<file path="src/rtl/ptw_mem_responder_pkg.sv">
// ptw_mem_responder_pkg
// Shared definitions for the PTW memory responder slice.
// Contents:
//   - Geometry constants: address width, line shape, beat shape, queue depth.
//   - ptw_line_t: one returned line, BANK words of BITS bits, word i = bank i.
//   - ptw_state_e: responder FSM states.
//   - line_align(): clears the byte-offset bits of an address so that it
//     points at the start of its line.
package ptw_mem_responder_pkg;

    localparam int PADDR_W = 34;
    localparam int BANK    = 8;
    localparam int BITS    = 32;
    localparam int BEAT_W  = 64;
    localparam int QDEPTH  = 2;

    localparam int LINE_W  = BANK * BITS;
    localparam int BEATS   = LINE_W / BEAT_W;
    localparam int OFF_W   = $clog2(LINE_W / 8);
    // The beat counter keeps at least one bit so that single-beat lines
    // still get a legal vector.
    localparam int CNT_W   = (BEATS > 1) ? $clog2(BEATS) : 1;
    localparam int CNT_QW  = $clog2(QDEPTH + 1);

    typedef logic [BANK-1:0][BITS-1:0] ptw_line_t;

    typedef enum logic [1:0] {
        IDLE,
        ISSUE,
        RECV,
        RESP
    } ptw_state_e;

    function automatic logic [PADDR_W-1:0] line_align(input logic [PADDR_W-1:0] addr);
        return {addr[PADDR_W-1:OFF_W], OFF_W'(0)};
    endfunction

endpackage

</file>
<file path="src/rtl/ptw_mem_responder_if.sv">
// Bus bundles for ptw_mem_responder.
// ptw_mem_responder_if: page-table-walker request side.
//   req, paddr   PTW -> responder   read request held until ready
//   ready, full  responder -> PTW   accept strobe and queue-full flag
//   data_valid   responder -> PTW   one-cycle line-return pulse
//   rdata        responder -> PTW   returned line
//   modport master = PTW, modport slave = responder
// ptw_mem_port_if: beat-based memory read port.
//   req_valid, req_addr     responder -> memory   burst read request
//   req_ready               memory -> responder   request accepted
//   resp_valid, resp_data,
//   resp_last               memory -> responder   response beats
//   modport master = responder, modport slave = memory
interface ptw_mem_responder_if;
    import ptw_mem_responder_pkg::*;

    logic               req;
    logic [PADDR_W-1:0] paddr;
    logic               ready;
    logic               full;
    logic               data_valid;
    ptw_line_t          rdata;

    modport master (output req, paddr, input ready, full, data_valid, rdata);
    modport slave  (input req, paddr, output ready, full, data_valid, rdata);
endinterface

interface ptw_mem_port_if;
    import ptw_mem_responder_pkg::*;

    logic               req_valid;
    logic               req_ready;
    logic [PADDR_W-1:0] req_addr;
    logic               resp_valid;
    logic [BEAT_W-1:0]  resp_data;
    logic               resp_last;

    modport master (output req_valid, req_addr, input req_ready, resp_valid, resp_data, resp_last);
    modport slave  (input req_valid, req_addr, output req_ready, resp_valid, resp_data, resp_last);
endinterface

</file>
<file path="src/rtl/ptw_mem_responder_req_fifo.sv">
// ptw_req_fifo
// Small FIFO holding line addresses of accepted PTW reads until they are
// issued and answered.
// Ports:
//   clk, rst     clock and asynchronous active-high reset
//   push, din    write din at the tail
//   pop          drop the head entry
//   dout         head entry
//   count        number of stored entries
//   full, empty  count == DEPTH / count == 0
// DEPTH must be a power of two so that the pointers wrap naturally.
module ptw_req_fifo
    import ptw_mem_responder_pkg::*;
#(
    parameter int DEPTH = QDEPTH,
    parameter int WIDTH = PADDR_W
) (
    input  logic                       clk,
    input  logic                       rst,
    input  logic                       push,
    input  logic [WIDTH-1:0]           din,
    input  logic                       pop,
    output logic [WIDTH-1:0]           dout,
    output logic [$clog2(DEPTH+1)-1:0] count,
    output logic                       full,
    output logic                       empty
);
    localparam int PTR_W = $clog2(DEPTH);
    localparam int CW    = $clog2(DEPTH + 1);

    logic [WIDTH-1:0] slot_q [DEPTH];
    logic [PTR_W-1:0] head_q;
    logic [PTR_W-1:0] tail_q;
    logic [CW-1:0]    count_q;

    // Storage, pointers and occupancy. A simultaneous push and pop moves
    // both pointers and leaves the count alone.
    always_ff @(posedge clk or posedge rst) begin
        if (rst) begin
            for (int i = 0; i < DEPTH; i++) begin
                slot_q[i] <= '0;
            end
            head_q  <= '0;
            tail_q  <= '0;
            count_q <= '0;
        end else begin
            if (push) begin
                slot_q[tail_q] <= din;
                tail_q         <= tail_q + PTR_W'(1);
            end
            if (pop) begin
                head_q <= head_q + PTR_W'(1);
            end
            case ({push, pop})
                2'b10:   count_q <= count_q + CW'(1);
                2'b01:   count_q <= count_q - CW'(1);
                default: count_q <= count_q;
            endcase
        end
    end

    assign dout  = slot_q[head_q];
    assign count = count_q;
    assign full  = (count_q == CW'(DEPTH));
    assign empty = (count_q == '0);

endmodule

</file>
<file path="src/rtl/ptw_mem_responder.sv">
// ptw_mem_responder
// Answers page-table-walker line reads. Accepted requests are queued,
// issued one at a time as burst reads on the memory port, and the response
// beats are reassembled into a full line returned with a one-cycle
// data_valid, strictly in request order.
// Ports:
//   clk, rst   clock and asynchronous active-high reset
//   ptw        PTW request side (slave): req/paddr in, ready/full/data_valid/rdata out
//   mem        memory read port (master): burst request out, beats in
//   proto_err  sticky flag: resp_last arrived on a beat that was not the last
module ptw_mem_responder
    import ptw_mem_responder_pkg::*;
(
    input  logic                  clk,
    input  logic                  rst,
    ptw_mem_responder_if.slave    ptw,
    ptw_mem_port_if.master        mem,
    output logic                  proto_err
);
    ptw_state_e         state_q;
    ptw_state_e         state_d;
    logic [CNT_W-1:0]   cnt_q;
    logic [LINE_W-1:0]  line_q;
    logic [LINE_W-1:0]  line_next;
    ptw_line_t          rdata_q;
    logic               push;
    logic               pop;
    logic               fifo_full;
    logic               fifo_empty;
    logic [CNT_QW-1:0]  fifo_count;
    logic [PADDR_W-1:0] head_addr;
    logic               beat_fire;
    logic               last_beat;

    // ready is held low while reset is asserted so that a PTW already
    // raising req sees no accept until the queue is live again.
    assign push      = ptw.req & ~fifo_full & ~rst;
    assign pop       = (state_q == RESP);
    assign beat_fire = (state_q == RECV) & mem.resp_valid;
    assign last_beat = beat_fire & (cnt_q == CNT_W'(BEATS - 1));

    assign ptw.ready      = push;
    assign ptw.full       = fifo_full;
    assign ptw.data_valid = pop;
    assign ptw.rdata      = rdata_q;
    assign mem.req_addr   = head_addr;

    ptw_req_fifo #(
        .DEPTH (QDEPTH),
        .WIDTH (PADDR_W)
    ) u_fifo (
        .clk   (clk),
        .rst   (rst),
        .push  (push),
        .din   (line_align(ptw.paddr)),
        .pop   (pop),
        .dout  (head_addr),
        .count (fifo_count),
        .full  (fifo_full),
        .empty (fifo_empty)
    );

    // Line register contents after the current beat is merged in. Computed
    // combinationally so the final beat can be forwarded straight into the
    // returned-line register on the same edge.
    always_comb begin
        line_next = line_q;
        line_next[32'(cnt_q) * BEAT_W +: BEAT_W] = mem.resp_data;
    end

    // State register.
    always_ff @(posedge clk or posedge rst) begin
        if (rst) begin
            state_q <= IDLE;
        end else begin
            state_q <= state_d;
        end
    end

    // Next state and memory request strobe. A push in the current cycle is
    // enough to leave IDLE, which gives the accept-to-issue latency of one
    // cycle. From RESP the queue is re-examined as it will be after the pop,
    // including any request accepted in that same cycle.
    always_comb begin
        state_d       = state_q;
        mem.req_valid = 1'b0;
        case (state_q)
            IDLE: begin
                if (!fifo_empty || push) begin
                    state_d = ISSUE;
                end
            end
            ISSUE: begin
                mem.req_valid = 1'b1;
                if (mem.req_ready) begin
                    state_d = RECV;
                end
            end
            RECV: begin
                if (last_beat) begin
                    state_d = RESP;
                end
            end
            RESP: begin
                if ((fifo_count > CNT_QW'(1)) || push) begin
                    state_d = ISSUE;
                end else begin
                    state_d = IDLE;
                end
            end
            default: state_d = IDLE;
        endcase
    end

    // Beat collection. Completion is decided purely by the beat count;
    // resp_last is only used to flag a memory that ends a burst early.
    // The returned line is refreshed only when a burst completes, so the
    // PTW sees a stable rdata while the next burst is being collected.
    always_ff @(posedge clk or posedge rst) begin
        if (rst) begin
            cnt_q     <= '0;
            line_q    <= '0;
            rdata_q   <= '0;
            proto_err <= 1'b0;
        end else begin
            if (beat_fire) begin
                line_q <= line_next;
                cnt_q  <= last_beat ? '0 : cnt_q + CNT_W'(1);
                if (mem.resp_last && !last_beat) begin
                    proto_err <= 1'b1;
                end
            end
            if (last_beat) begin
                rdata_q <= ptw_line_t'(line_next);
            end
        end
    end

endmodule

</file>
<file path="src/flat_wrapper.sv">
// flat-port wrapper written by rule: the top's interface ports become plain ports
module ptw_mem_responder_flat import ptw_mem_responder_pkg::*;
  (clk, rst, proto_err, ptw_req, ptw_paddr, ptw_ready, ptw_full, ptw_data_valid, ptw_rdata, mem_req_valid, mem_req_addr, mem_req_ready, mem_resp_valid, mem_resp_data, mem_resp_last);
  ptw_mem_responder_if ptw_i ();
  ptw_mem_port_if mem_i ();
  input  logic clk;
  input  logic rst;
  output logic proto_err;
  input wire logic [$bits(ptw_i.req)-1:0] ptw_req;
  input wire logic [$bits(ptw_i.paddr)-1:0] ptw_paddr;
  output wire logic [$bits(ptw_i.ready)-1:0] ptw_ready;
  output wire logic [$bits(ptw_i.full)-1:0] ptw_full;
  output wire logic [$bits(ptw_i.data_valid)-1:0] ptw_data_valid;
  output wire logic [$bits(ptw_i.rdata)-1:0] ptw_rdata;
  output wire logic [$bits(mem_i.req_valid)-1:0] mem_req_valid;
  output wire logic [$bits(mem_i.req_addr)-1:0] mem_req_addr;
  input wire logic [$bits(mem_i.req_ready)-1:0] mem_req_ready;
  input wire logic [$bits(mem_i.resp_valid)-1:0] mem_resp_valid;
  input wire logic [$bits(mem_i.resp_data)-1:0] mem_resp_data;
  input wire logic [$bits(mem_i.resp_last)-1:0] mem_resp_last;
  assign ptw_i.req = ptw_req;
  assign ptw_i.paddr = ptw_paddr;
  assign ptw_ready = ptw_i.ready;
  assign ptw_full = ptw_i.full;
  assign ptw_data_valid = ptw_i.data_valid;
  assign ptw_rdata = ptw_i.rdata;
  assign mem_req_valid = mem_i.req_valid;
  assign mem_req_addr = mem_i.req_addr;
  assign mem_i.req_ready = mem_req_ready;
  assign mem_i.resp_valid = mem_resp_valid;
  assign mem_i.resp_data = mem_resp_data;
  assign mem_i.resp_last = mem_resp_last;
  ptw_mem_responder u_core (.clk(clk), .rst(rst), .ptw(ptw_i), .mem(mem_i), .proto_err(proto_err));
endmodule
</file>
<file path="config.mk">
export PLATFORM = sky130hd
export DESIGN_NAME = ptw_mem_responder_flat
export DESIGN_NICKNAME = d
export VERILOG_FILES = /design/src/rtl/ptw_mem_responder_pkg.sv /design/src/rtl/ptw_mem_responder_if.sv /design/src/rtl/ptw_mem_responder_req_fifo.sv /design/src/rtl/ptw_mem_responder.sv /design/src/flat_wrapper.sv
export SDC_FILE = /design/constraint.sdc
export NUM_CORES = 1
export LEC_CHECK = 0
export BUFFER_PORTS_ARGS = -buffer_cell sky130_fd_sc_hd__buf_2
export CAP_MARGIN = 20
export CORE_MARGIN = 1.5
export CORE_UTILIZATION = 30
export CTS_CLUSTER_DIAMETER = 100
export DETAILED_ROUTE_END_ITERATION = 7
export PLACE_DENSITY = 0.52
export SLEW_MARGIN = 10
export SYNTH_ARGS = -nofsm -noshare
export SYNTH_HDL_FRONTEND = slang
export SYNTH_SLANG_ARGS = --single-unit
</file>
<file path="constraint.sdc">
create_clock -name clk -period 15.5 [get_ports clk]
set_input_delay 1.55 -clock clk [delete_from_list [all_inputs] [get_ports clk]]
set_output_delay 1.55 -clock clk [all_outputs]
set_load 0.005 [all_outputs]
</file>
==> results by group, run 1 <==
Status
  – Outcome: finished clean

Power and ir drop
  – Static leakage: 0.0126 uW
  – Pwr dens: 199 nW/um^2
  – Maximum vdd drop: 94.3 uV

CTS
  – Hold Buf Count CTS: 0
  – CTS Sinks: 515
  – CTS buffer count: 57
  – CTS Root Cell: clkbuf_16
  – H-tree Lvls: 2
  – Post_cts resized: 0
  – Clock buffer depth: 3
  – CTS tree: yes
  – Clock latency on the worst-skew pair: 0.60 ns
  – Setup Fix Bufs, Post-CTS: 0
  – CTS clock-pin slew for the worst setup and hold paths: 0.06 ns

Setup path
  – CP Cell Sequence: buf_2 > clkinvlp_4 > buf_4 > buf_4 > buf_4 > buf_4
  – Crit Path Max Fanout: 70
  – Required @ worst endpoint: 16.09 ns
  – Bufs and invs on worst path: 6
  – Critical path's largest stage delay: 0.85 ns
  – Critical Path Start Type: primary input
  – WP data arrival: 5.39 ns
  – Critical Path Sink Type: asynchronous set/reset pin
  – Critical path's top delay family: buffers and inverters
  – Crit path top cell by count: buf_4
  – Critical path class: primary input to asynchronous set/reset pin
  – CP max stage cell: buf_4

Final layout
  – Syn-to-layout area delta: 21.8%
  – Fraction of layout cells with a size suffix above 1: 0.296
  – Final-layout fill cell count: 6881
  – Multi-input gate area: 7070 um^2
  – Layout Nets: 2174
  – Register Area: 12900 um^2
  – Cell area after layout: 25400 um^2

Timing
  – Clock period minus worst slack: 4.80 ns
  – Setup tns final: 0 ns
  – Least-Margin Pin Slew: 1.10 ns
  – RSZ-0062 raised after global routing: false
  – Rel. slew slack: 0.267
  – Endpoints failing setup: 0
  – Fin crit share: 0.309
  – Hold Vio Cnt, Final: 0
  – Final count of pins violating max slew: 0
  – Max Clk Rate: 209 MHz
  – Skew final: 0.0211 ns

Placed design
  – RD Place Congestion: 0.758
  – IO buf count: 388
  – DP HPWL: 39200 um
  – Post-DP Area: 23400 um^2

Routing
  – Drt drc: 0
  – Post-route antenna net violation count: 0
  – DR vias: 15900
  – DRT Pass-1 Iters: 5
  – Routed wire per std cell: 21.7 um
  – DR vias/cell: 5.22
  – Initial drt markers: 1293
  – Final wirelength: 65900 um

Synthesis
  – Sequential area share after synthesis: 0.618
  – Synth Instances: 1801
  – Area contributors post-synth: dfrtp_1, a22o_1, a221oi_1, nor2_1, mux2_2
  – Synth top area share: 0.618
  – Synth unique cells: 37
  – Synthesized area per cell: 11.6 um^2
  – Register bit count reported by yosys: 515
  – Syn. warnings: 0
  – Leading area contributor after synthesis: dfrtp_1
  – Post-Syn Area: 20900 um^2

Floorplan
  – Core area: 68700 um^2
  – Die Span X: 267 um
  – Die height: 267 um
  – Initial core utilization: 0.304
  – Die area: 71200 um^2
  – I/O pin count: 399
  – Standard-cell rows: 96

Global route
  – Vias in the first global route: 16300
  – Initial antenna violation count: 3
  – Gr ovfl total: 0
  – Maximum number of pins on one net before global-route repair: 158
  – GRT Util Overall: 0.184
  – First-pass GRT wire length: 102000 um

Job
  – # Max-Cap Violations: 0

Worst hold path
  – Type of the most critical hold path: register to register
[cells in the final DEF, fill, tap and decap left out, types with 5 or more instances in the layout]
cell type   synthesis  final
mux2_2             88     88
dfrtp_1           515    515
a221oi_1          192    192
nand3_1            42     38
clkbuf_16           0     57
nand2_1            82     82
clkbuf_8            0     14
ha_1               13     13
conb_1              1      5
bufinv_16           0      8
clkinv_2            0     15
buf_4              13     22
nor2_1            388    387
a22o_1            218    218
clkinvlp_4          0      5
buf_2              72    388
inv_1               9      7
clkbuf_1          111      7
[synthesized netlist by cell type, drive strengths merged]
cell and instances:
a2111oi 1, a21boi 1, a21o 1, a221oi 192
a22o 218, a22oi 1, a311oi 1, and2 1
and2b 1, and3 1, and4 1, and4b 1
buf 112, clkbuf 111, conb 1, dfrtp 515
ha 13, inv 11, mux2 88, nand2 82
nand2b 1, nand3 42, nor2 388, nor2b 5
nor4 2, nor4b 1, o21ai 4, or3b 1
xnor2 3, xor2 1
[final cells by class]
cell class                 instances  area share
tap                              931      0.0458
multi-input combinational       1056       0.278
antenna                            2    0.000197
clock buffer                      78      0.0647
inverter                          11     0.00192
timing repair buffer             416      0.0882
sequential                       515       0.507
clock inverter                    27      0.0145
[logic make-up (layout without fill, tap and decap cells)]
| group | count (synthesis) | count (layout) | synth area share |
|---|---|---|---|
| AO/OA/AOI/OAI | 419 | 419 | 0.175 |
| buffers and inverters | 234 | 532 | 0.0496 |
| adder cells (fa/ha/maj) | 13 | 13 | 0.00779 |
| XOR/XNOR | 4 | 4 | 0.00168 |
| other | 1 | 7 | 0.000180 |
| multiplexers | 88 | 88 | 0.0475 |
| flip-flops | 515 | 515 | 0.618 |
| AND/OR/NAND/NOR | 527 | 527 | 0.100 |
[state kept, by name, indices dropped and copies added (netlist names)]
register,count
u_core.cnt_q,2
u_core.line_q,192
u_core.proto_err,1
u_core.ptw.rdata,256
u_core.state_q,2
u_core.u_fifo.count,2
u_core.u_fifo.head_q,1
u_core.u_fifo.slot_q,58
u_core.u_fifo.tail_q,1
[through the flow]
step	instances	power [uW]	hold slack, ns	utilization	worst slack (ns)
after global placement	2924	3600	0.441	0.339	9.96
after global routing	3036	5370	0.477	0.370	10.07
final	3036	5060	0.459	0.370	10.71
after CTS	3032	5120	0.464	0.369	10.52
after floorplan	1805	2960	0.451	-	6.96
after detailed placement	2927	3650	0.449	0.340	9.87
[power breakdown]
group          internal, uW  leakage [uW]  switching, uW
Combinational           670       0.00486            780
Sequential             1860       0.00672            305
Clock                   875      0.000990            566
Total                  3410        0.0126           1650
[layer usage]
metal  up-vias  wire length (um)  global-route usage
met2       556             30700               0.289
met5         -                 8                   0
met3       108              3900              0.0367
li1       6954                 -                   -
met4         2              1800              0.0590
met1      8243             29500               0.254
[tightest hold or removal path: stages (launching register included)]
cell     delay (ns)
dfrtp_1        0.33
nand2_1        0.05
nand2_1        0.05
[worst paths after layout]
check | startpoint | endpoint | slack, ns | depth (start not counted)
worst max-delay path | rst | u_core.line_q[100] | 10.71 | 6
worst min-delay path | u_core.ptw.rdata[207] | u_core.ptw.rdata[207] | 0.46 | 2
worst max register to register | u_core.cnt_q[0] | u_core.line_q[132] | 11.22 | 8
worst min register to register | u_core.ptw.rdata[207] | u_core.ptw.rdata[207] | 0.46 | 2
max in group clk | u_core.cnt_q[0] | u_core.line_q[132] | 11.22 | 8
min in group asynchronous | rst | u_core.u_fifo.count[1] | 1.01 | 2
(Power assumes the default switching activity.)
==> inputs of run 2 (changes only) <==
--- a/config.mk
+++ b/config.mk
@@ -11,7 +11,7 @@
 export CORE_UTILIZATION = 30
 export CTS_CLUSTER_DIAMETER = 100
 export DETAILED_ROUTE_END_ITERATION = 7
-export PLACE_DENSITY = 0.52
+export PLACE_DENSITY = 0.51
 export SLEW_MARGIN = 10
 export SYNTH_ARGS = -nofsm -noshare
 export SYNTH_HDL_FRONTEND = slang
==> constraint.sdc (replaced) <==
create_clock -name clk -period 4.6 [get_ports clk]
set_input_delay 0.46 -clock clk [delete_from_list [all_inputs] [get_ports clk]]
set_output_delay 0.46 -clock clk [all_outputs]
set_load 0.005 [all_outputs]
==> results by group, run 2 (synthesized netlist as in run 1, its figures left out) <==
Timing
  – Skew final: 0.0121 ns
  – Clock period minus worst slack: 3.42 ns
  – Max Clk Rate: 293 MHz
  – Final count of pins violating max slew: 0
  – Rel. slew slack: 0.296
  – Hold Vio Cnt, Final: 0
  – RSZ-0062 raised after global routing: false
  – Least-Margin Pin Slew: 1.06 ns
  – Fin crit share: 0.743
  – Endpoints failing setup: 0

Global route
  – Gr ovfl total: 0
  – Initial antenna violation count: 7
  – Vias in the first global route: 16100
  – Met3 Use GR: 0.0381
  – First-pass GRT wire length: 103000 um
  – Busiest grt layer: met2
  – Maximum number of pins on one net before global-route repair: 158
  – Routing usage on met1: 0.254
  – M2 GR Usage: 0.305
  – GRT Util Overall: 0.188

Placed design
  – DP Cell Count: 2938
  – DP HPWL: 40500 um
  – RD Place Congestion: 0.749
  – IO buf count: 388
  – Post-DP Area: 23600 um^2

Power and ir drop
  – Internal: 11300 uW
  – Static leakage: 0.0126 uW
  – Total chip power: 16800 uW
  – Maximum vdd drop: 338 uV
  – Switch Pwr: 5520 uW
  – Clock share of power: 0.271
  – Reg power frac: 0.436
  – Pwr dens: 660 nW/um^2
  – Combinational Power Share: 0.292
  – Sw Ratio: 0.329

Floorplan
  – Die Span X: 267 um
  – Die height: 267 um
  – Initial core utilization: 0.304
  – Standard-cell rows: 96
  – Core area: 68700 um^2
  – Die area: 71200 um^2
  – I/O pin count: 399

Job
  – # Max-Cap Violations: 0

Status
  – Outcome: finished clean

Routing
  – DRT Pass-1 Iters: 5
  – Routed wire per std cell: 22.2 um
  – DR vias/cell: 5.23
  – Post-route antenna net violation count: 0
  – Initial drt markers: 1323
  – DR vias: 15900
  – Drt drc: 0
  – Final wirelength: 67700 um

Final layout
  – Max FFs per register: 256
  – Layout Nets: 2183
  – Syn-to-layout area delta: 21.9%
  – Fraction of layout cells with a size suffix above 1: 0.294
  – Fin cells: 3043
  – Final-layout fill cell count: 6848
  – Cell area after layout: 25400 um^2
  – Fin util: 0.370
  – Most frequent cells in the layout: dfrtp_1, buf_2, nor2_1
  – Most common cell after layout, fill and taps aside: dfrtp_1

Setup path
  – WP data arrival: 3.94 ns
  – Critical path's largest stage delay: 0.86 ns
  – Critical Path Sink Type: register
  – Crit Path Max Fanout: 64
  – Critical path class: register to register
  – Bufs and invs on worst path: 3
  – CP max stage cell: buf_4
  – Critical Path Start Type: register
  – Register-to-Register Setup Slack: 1.18 ns
  – CP Cell Sequence: inv_1 > ha_1 > clkinv_2 > nor4b_2 > buf_4 > a221oi_1 > nor2_1
  – Required @ worst endpoint: 5.12 ns
  – Critical path's top delay family: buffers and inverters

CTS
  – Setup Fix Bufs, Post-CTS: 0
  – CTS Sinks: 515
  – CTS Root Cell: clkbuf_16
  – Hold Buf Count CTS: 1
  – CTS buffer count: 56
  – CTS clock-pin slew for the worst setup and hold paths: 0.06 ns
  – Clock buffer depth: 3
  – CTS tree: yes
  – Post_cts resized: 0
  – Clock latency on the worst-skew pair: 0.61 ns
  – H-tree Lvls: 2

Worst hold path
  – Type of the most critical hold path: primary input to register
run 2: cell types whose count changed in the layout (fill, tap and decap cells not counted), sizes merged, moves of 2 or more:
cell / before / now
diode: 2 / 4
clkinv: 16 / 12
clkbuf: 78 / 85
bufinv: 8 / 4
buf: 416 / 425
clkinvlp: 5 / 1
run 2: path summary, 6_finish.rpt:
path / endpoint / cells after the start / start
min reg2reg: u_core.proto_err / 1 / u_core.proto_err
max: u_core.ptw.rdata[21] / 7 / u_core.cnt_q[0]
min in group asynchronous: u_core.ptw.rdata[63] / 3 / rst
max in group asynchronous: u_core.ptw.rdata[39] / 5 / rst
min: u_core.proto_err / 2 / mem_resp_last
max reg2reg: u_core.ptw.rdata[21] / 7 / u_core.cnt_q[0]
run 2: per-stage QoR:
step / worst slack (ns) / hold WS (ns) / setup TNS (ns)
global placement: 1.31 / 0.437 / 0
floorplan: -2.85 / 0.451 / -1469.96
finish: 1.18 / 0.0645 / 0
CTS: 1.15 / 0.0109 / 0
global route: 0.960 / 0.0362 / 0
detailed placement: 1.23 / 0.441 / 0
run 2: power by group through the flow:
stage / clock network [uW] / logic (uW) / registers, uW
floorplan: 0 / 2750 / 7230
global placement: 0 / 4880 / 7310
detailed placement: 0 / 4980 / 7380
CTS: 4710 / 5000 / 7320
global route: 4890 / 5430 / 7540
finish: 4560 / 4910 / 7330
run 2: layout make-up:
class                      instances  area, um^2  area share
multi-input combinational       1056        7070       0.278
antenna                            4        10.0    0.000393
timing repair buffer             426        2400      0.0943
clock inverter                    15         194     0.00762
tap                              931        1160      0.0458
sequential                       515       12900       0.507
inverter                          11        48.8     0.00192
clock buffer                      85        1670      0.0657
run 2: routing by layer:
metal  vias up  wire length, um
li1       6983                -
met1      8281            29500
met2       555            32400
met3       104             4260
met4         2             1500
met5         -               14
